$ cat src/rtl/accel_seq_if.sv
// Byte-transaction handshake between the accelerometer scheduler and the SPI engine.
// The scheduler is the master: it issues transactions, and the engine answers with done and read data.
interface accel_seq_if;
  logic       xfer_start;
  logic       xfer_rw;
  logic [7:0] xfer_addr;
  logic [7:0] xfer_wdata;
  logic       xfer_done;
  logic [7:0] xfer_rdata;

  modport master (
    output xfer_start, xfer_rw, xfer_addr, xfer_wdata,
    input  xfer_done, xfer_rdata
  );

  modport slave (
    input  xfer_start, xfer_rw, xfer_addr, xfer_wdata,
    output xfer_done, xfer_rdata
  );
endinterface

$ cat src/rtl/accel_seq.sv
// ADXL362 transaction scheduler: configures POWER_CTL once, then reads the six X/Y/Z
// data bytes every sample period and publishes 12-bit axis words with a one-cycle strobe.
module accel_seq #(
  parameter int unsigned SAMPLE_DIV = 500000,
  parameter logic [7:0]  CTRL_VAL   = 8'h02,
  parameter int unsigned TIMEOUT    = 4096
) (
  input  logic               clk_50,
  input  logic               reset,
  input  logic               enable,
  input  logic               clr_status,
  accel_seq_if.master        xfer,
  output logic [11:0]        x_acc,
  output logic [11:0]        y_acc,
  output logic [11:0]        z_acc,
  output logic               sample_valid,
  output logic               init_done,
  output logic               busy,
  output logic               fault,
  output logic               overrun
);

  localparam logic [7:0] POWER_CTL = 8'h2D;
  localparam logic [7:0] XDATA_L   = 8'h0E;
  localparam int         TO_W      = $clog2(TIMEOUT + 1);
  localparam logic [23:0]   TICK_LAST = 24'(SAMPLE_DIV - 1);
  localparam logic [TO_W-1:0] TO_LAST = TO_W'(TIMEOUT - 1);

  typedef enum logic [2:0] {
    INIT_ISSUE, INIT_WAIT, IDLE, RD_ISSUE, RD_WAIT, PUBLISH, FAULT
  } state_t;

  state_t          state;
  logic [23:0]     tick_cnt;
  logic [TO_W-1:0] to_cnt;
  logic [2:0]      idx;
  logic            pending;
  logic [7:0]      shadow [6];
  logic            tick;
  logic            tick_en;

  assign tick    = init_done && (tick_cnt == TICK_LAST);
  assign tick_en = tick && enable;

  always_ff @(posedge clk_50) begin
    if (reset) begin
      state           <= INIT_ISSUE;
      tick_cnt        <= '0;
      to_cnt          <= '0;
      idx             <= '0;
      pending         <= 1'b0;
      xfer.xfer_start <= 1'b0;
      xfer.xfer_rw    <= 1'b0;
      xfer.xfer_addr  <= '0;
      xfer.xfer_wdata <= '0;
      x_acc           <= '0;
      y_acc           <= '0;
      z_acc           <= '0;
      sample_valid    <= 1'b0;
      init_done       <= 1'b0;
      busy            <= 1'b0;
      fault           <= 1'b0;
      overrun         <= 1'b0;
    end else begin
      // NOTE: pulse outputs default low here so every path below yields exactly one-cycle strobes.
      xfer.xfer_start <= 1'b0;
      sample_valid    <= 1'b0;

      // Clears come first so a same-cycle set further down takes priority.
      if (clr_status) begin
        fault   <= 1'b0;
        overrun <= 1'b0;
      end

      if (!init_done || tick) tick_cnt <= '0;
      else                    tick_cnt <= tick_cnt + 24'd1;

      // A tick in IDLE is consumed directly; elsewhere it is parked as a single pending request.
      if (tick_en) begin
        if (pending || state != IDLE) overrun <= 1'b1;
        if (state != IDLE)            pending <= 1'b1;
      end

      case (state)
        INIT_ISSUE: begin
          xfer.xfer_start <= 1'b1;
          xfer.xfer_rw    <= 1'b1;
          xfer.xfer_addr  <= POWER_CTL;
          xfer.xfer_wdata <= CTRL_VAL;
          busy            <= 1'b1;
          to_cnt          <= '0;
          state           <= INIT_WAIT;
        end
        INIT_WAIT, RD_WAIT: begin
          if (xfer.xfer_done) begin
            busy <= 1'b0;
            if (state == INIT_WAIT) begin
              init_done <= 1'b1;
              state     <= IDLE;
            end else if (idx == 3'd5) begin
              state <= PUBLISH;
            end else begin
              idx   <= idx + 3'd1;
              state <= RD_ISSUE;
            end
          end else if (to_cnt == TO_LAST) begin
            busy      <= 1'b0;
            fault     <= 1'b1;
            init_done <= 1'b0;
            state     <= FAULT;
          end else begin
            to_cnt <= to_cnt + 1'b1;
          end
        end
        IDLE: begin
          if (pending || tick_en) begin
            pending <= 1'b0;
            idx     <= '0;
            state   <= RD_ISSUE;
          end
        end
        RD_ISSUE: begin
          xfer.xfer_start <= 1'b1;
          xfer.xfer_rw    <= 1'b0;
          xfer.xfer_addr  <= XDATA_L + 8'(idx);
          xfer.xfer_wdata <= 8'h00;
          busy            <= 1'b1;
          to_cnt          <= '0;
          state           <= RD_WAIT;
        end
        PUBLISH: begin
          x_acc        <= {shadow[1][3:0], shadow[0]};
          y_acc        <= {shadow[3][3:0], shadow[2]};
          z_acc        <= {shadow[5][3:0], shadow[4]};
          sample_valid <= 1'b1;
          state        <= IDLE;
        end
        FAULT:   state <= INIT_ISSUE;
        default: state <= INIT_ISSUE;
      endcase
    end
  end

  // NOTE: the shadow bytes carry no reset; each one is rewritten in the round before PUBLISH reads it.
  always_ff @(posedge clk_50) begin
    if (state == RD_WAIT && xfer.xfer_done) shadow[idx] <= xfer.xfer_rdata;
  end

endmodule
$ cat src/flat_wrapper.sv
// flat-port wrapper written by rule: the top's interface ports become plain ports
module accel_seq_flat 
#(
  parameter int unsigned SAMPLE_DIV = 500000,
  parameter logic [7:0]  CTRL_VAL   = 8'h02,
  parameter int unsigned TIMEOUT    = 4096
)
  (clk_50, reset, enable, clr_status, x_acc, y_acc, z_acc, sample_valid, init_done, busy, fault, overrun, xfer_xfer_start, xfer_xfer_rw, xfer_xfer_addr, xfer_xfer_wdata, xfer_xfer_done, xfer_xfer_rdata);
  accel_seq_if xfer_i ();
  input  logic clk_50;
  input  logic reset;
  input  logic enable;
  input  logic clr_status;
  output logic [11:0] x_acc;
  output logic [11:0] y_acc;
  output logic [11:0] z_acc;
  output logic sample_valid;
  output logic init_done;
  output logic busy;
  output logic fault;
  output logic overrun;
  output wire logic [$bits(xfer_i.xfer_start)-1:0] xfer_xfer_start;
  output wire logic [$bits(xfer_i.xfer_rw)-1:0] xfer_xfer_rw;
  output wire logic [$bits(xfer_i.xfer_addr)-1:0] xfer_xfer_addr;
  output wire logic [$bits(xfer_i.xfer_wdata)-1:0] xfer_xfer_wdata;
  input wire logic [$bits(xfer_i.xfer_done)-1:0] xfer_xfer_done;
  input wire logic [$bits(xfer_i.xfer_rdata)-1:0] xfer_xfer_rdata;
  assign xfer_xfer_start = xfer_i.xfer_start;
  assign xfer_xfer_rw = xfer_i.xfer_rw;
  assign xfer_xfer_addr = xfer_i.xfer_addr;
  assign xfer_xfer_wdata = xfer_i.xfer_wdata;
  assign xfer_i.xfer_done = xfer_xfer_done;
  assign xfer_i.xfer_rdata = xfer_xfer_rdata;
  accel_seq #(.SAMPLE_DIV(SAMPLE_DIV), .CTRL_VAL(CTRL_VAL), .TIMEOUT(TIMEOUT)) u_core (.clk_50(clk_50), .reset(reset), .enable(enable), .clr_status(clr_status), .xfer(xfer_i), .x_acc(x_acc), .y_acc(y_acc), .z_acc(z_acc), .sample_valid(sample_valid), .init_done(init_done), .busy(busy), .fault(fault), .overrun(overrun));
endmodule
$ cat config.mk
export PLATFORM = sky130hd
export DESIGN_NAME = accel_seq_flat
export DESIGN_NICKNAME = d
export VERILOG_FILES = /design/src/rtl/accel_seq_if.sv /design/src/rtl/accel_seq.sv /design/src/flat_wrapper.sv
export SDC_FILE = /design/constraint.sdc
export NUM_CORES = 1
export LEC_CHECK = 0
export ABC_AREA = 1
export BUFFER_PORTS_ARGS = -buffer_cell sky130_fd_sc_hd__buf_4
export CORE_MARGIN = 3
export CORE_UTILIZATION = 40
export DETAILED_ROUTE_END_ITERATION = 8
export PLACE_DENSITY = 0.57
export REMOVE_ABC_BUFFERS = 1
export SKIP_LAST_GASP = 1
export SLEW_MARGIN = 20
export SYNTH_ARGS = -nofsm -noshare
export SYNTH_HDL_FRONTEND = slang
export SYNTH_SLANG_ARGS = --single-unit
$ cat constraint.sdc
create_clock -name clk_50 -period 1.5 [get_ports clk_50]
set_clock_uncertainty 0.1 [all_clocks]
set_input_delay 0 -clock clk_50 [delete_from_list [all_inputs] [get_ports clk_50]]
set_output_delay 0 -clock clk_50 [all_outputs]
set_load 0.02 [all_outputs]
==> flow_metrics.tcl <==
set metrics [dict create \
    grt.busiest_layer "met2" \
    layout_setup_ws_ns -0.06363 \
    synth_cells 666 \
    die_area_um2 15100 \
    cts-root-buf "clkbuf_16" \
    final_cell_mix "buf_4, nor2_1, nand2_1" \
    dr_total_vias 4845 \
    max-cap-violations 0 \
    wl_mm 13.42 \
    synthToLayoutAreaGrowth_pct 44.16 \
    finalHoldViolations 0 \
    drt-vias-per-instance 4.769 \
    antenna_found_initial 0 \
    pin_count 72 \
    fin_crit_ns 1.564 \
    worstSetupPathType "reg2reg" \
    clock_path_buffers 2 \
    crit_buf_inv 1 \
    dieHeight_um 122.9 \
    period_share 1.042 \
    cts_sinks 128 \
    drive_gt1_frac 0.3440 \
    ys_types 31 \
    path_common_cell "nand3_4" \
    max_clock_freq_mhz 639.5 \
    rsz0062_at_grt "yes" \
    coreArea_um2 13300 \
    r2r_start "u_core.to_cnt[0]$_SDFFE_PP0P_" \
    crit_required_ns 1.75 \
    critPathMaxFanout 7 \
    synth_top_area_frac 0.3370 \
    grt_max_degree 42 \
    h-tree-depth 4 \
    worstHoldStart "enable" \
    clk-insertion-delay-late_ns 0.42 \
    synthesis.area_um2 5465 \
    hpwl_mm 8.743 \
    use_met1 0.2237 \
    status "complete, but fails checks" \
    peakVddDrop_mv 0.7649 \
    max_stage_delay_ns 0.36 \
    ys_top_cells_by_area "dfxtp_1, edfxtp_1, nor2_1, nand2_1, o21ai_0" \
    met3_usage 0.04666 \
    start_util 0.4111 \
    fin_cells 1016 \
    yosys.area.top_type "dfxtp_1" \
    leakage_nw 3.390 \
    io_buffers 62 \
    ant_nets 0 \
    fin_nets 848 \
    grtUsageTotal 0.1786 \
    drv_slew 0 \
    final_common_cell "buf_4" \
    dr.pass1.iters 5 \
    placed_cells 956 \
    violations "negative setup slack" \
    ys_seq_area_frac 0.5348 \
    hold_path_class "in2reg" \
    use_met2 0.2989 \
    fin_setup_tns_ns -0.5472 \
    wire_per_inst_um 13.20 \
    fp.dieW_um 122.9 \
    gp_congestion 0.8777 \
    yosys_warnings 0 \
    path_clk_slew_ns 0.06 \
    drcViolationCount 0 \
    drt-initial-drc-count 248 \
    cp-end-kind "flop" \
    crit_start "u_core.to_cnt[0]$_SDFFE_PP0P_" \
    p_per_area_nw_per_um2 1407 \
    start_kind "flop" \
    cts_tree "built" \
    first_global_vias 4506 \
    diodes 0 \
    setup_viol 15 \
    preCtsSetupSlack_ns -0.1697 \
    grt_first_pass_wirelength_mm 21.24 \
    cp.arrival_ns 1.82 \
    crit_chain "ha_4, nand3_4, nor3_4, nand3_2, nand3_4, buf_12, nand2_2, a21oi_2" \
    whs_ns 0.1378 \
    num_rows 42 \
    path_delay_family "simple AND/OR/NAND/NOR gates" \
    synth-seq-cells 128 \
    slowest_stage "dfxtp_2" \
    total_power_mw 11.09 \
    overflow 0 \
    syn_avg_cell_area_um2 8.206 \
    cts_buffers 17 \
]
[sequential cells by signal, summed over array words and instances, names as in the netlist, 3 cells and up]
signal                 cells
x_acc                     12
u_core.to_cnt             13
u_core.state               3
u_core.xfer.xfer_addr      5
y_acc                     12
u_core.idx                 3
u_core.shadow             36
z_acc                     12
u_core.tick_cnt           24
[synth_stat cells, drive strengths merged]
cell type and n:
buf 18, edfxtp 36, xnor2 5, a211oi 2
clkbuf 11, o21ai 46, inv 58, nand2 121
conb 1, nor3 18, nor2 142, xor2 10
a21oi 38, dfxtp 92, nand3 39, nand4 11
nand3b 4, a31oi 1, or2 4, ha 8
nor3b 1
[report_power, final]
| group | leakage [nW] | switching, mW | internal [mW] |
|---|---|---|---|
| clock network | 0.281 | 1.50 | 2.60 |
| registers | 1.08 | 0.212 | 3.91 |
| logic | 2.03 | 1.66 | 1.21 |
[worst paths after layout]
| path | to | slack, ns | depth (start not counted) |
|---|---|---|---|
| worst max-delay path | u_core.to_cnt[8]$_SDFFE_PP0P_ | -0.06 | 8 |
| worst min-delay path | u_core.state[2]$_SDFFE_PP0P_ | 0.14 | 7 |
| worst max register to register | u_core.to_cnt[8]$_SDFFE_PP0P_ | -0.06 | 8 |
| worst min register to register | u_core.xfer.xfer_addr[4]$_SDFFE_PP0N_ | 0.36 | 2 |
[cells by family after synthesis]
group,count (synthesis),synth area share
compound gates,87,0.08150
xor+xnor,15,0.02404
fa+ha+maj,8,0.01832
buf+inv,87,0.07074
flops,128,0.5348
other cells,1,0.0006862
simple gates,340,0.2699
[tightest hold or removal path, delay by kind of cell]
family | cells | cell delay, ns
AND/OR/NAND/NOR | 4 | 0.34
AO/OA/AOI/OAI | 1 | 0.13
buffers and inverters | 2 | 0.15
[cell type report]
class	instances	area, um2
Clock buffer	18	429.2
Timing Repair Buffer	162	1315
Fill cell	1169	5416
Clock inverter	14	165.2
Multi-Input combinational cell	460	2564
Tap cell	176	220.2
Sequential cell	128	2960
Inverter	58	225.2
[metal layers]
metal	wire, um	vias up
met5	0	-
met4	112	0
met3	545	15
met2	6716	89
met1	6040	2263
li1	-	2478
[through the flow]
stage	util	area, um2
finish	0.5926	7879
global route	0.5926	7879
CTS	0.5644	7503
detailed placement	0.4972	6610
global placement	0.4972	6610
floorplan	-	5326
[timing repair]
item,4_1_cts,5_1_grt
setup buffers,3,13
pin swaps,20,40
setup endpoints to repair,47,87
gates resized for setup,45,80
hold endpoints to repair,61,0
cloned,1,1
hold buffers,11,0
Note: power is estimated with default switching activity, not from simulation.
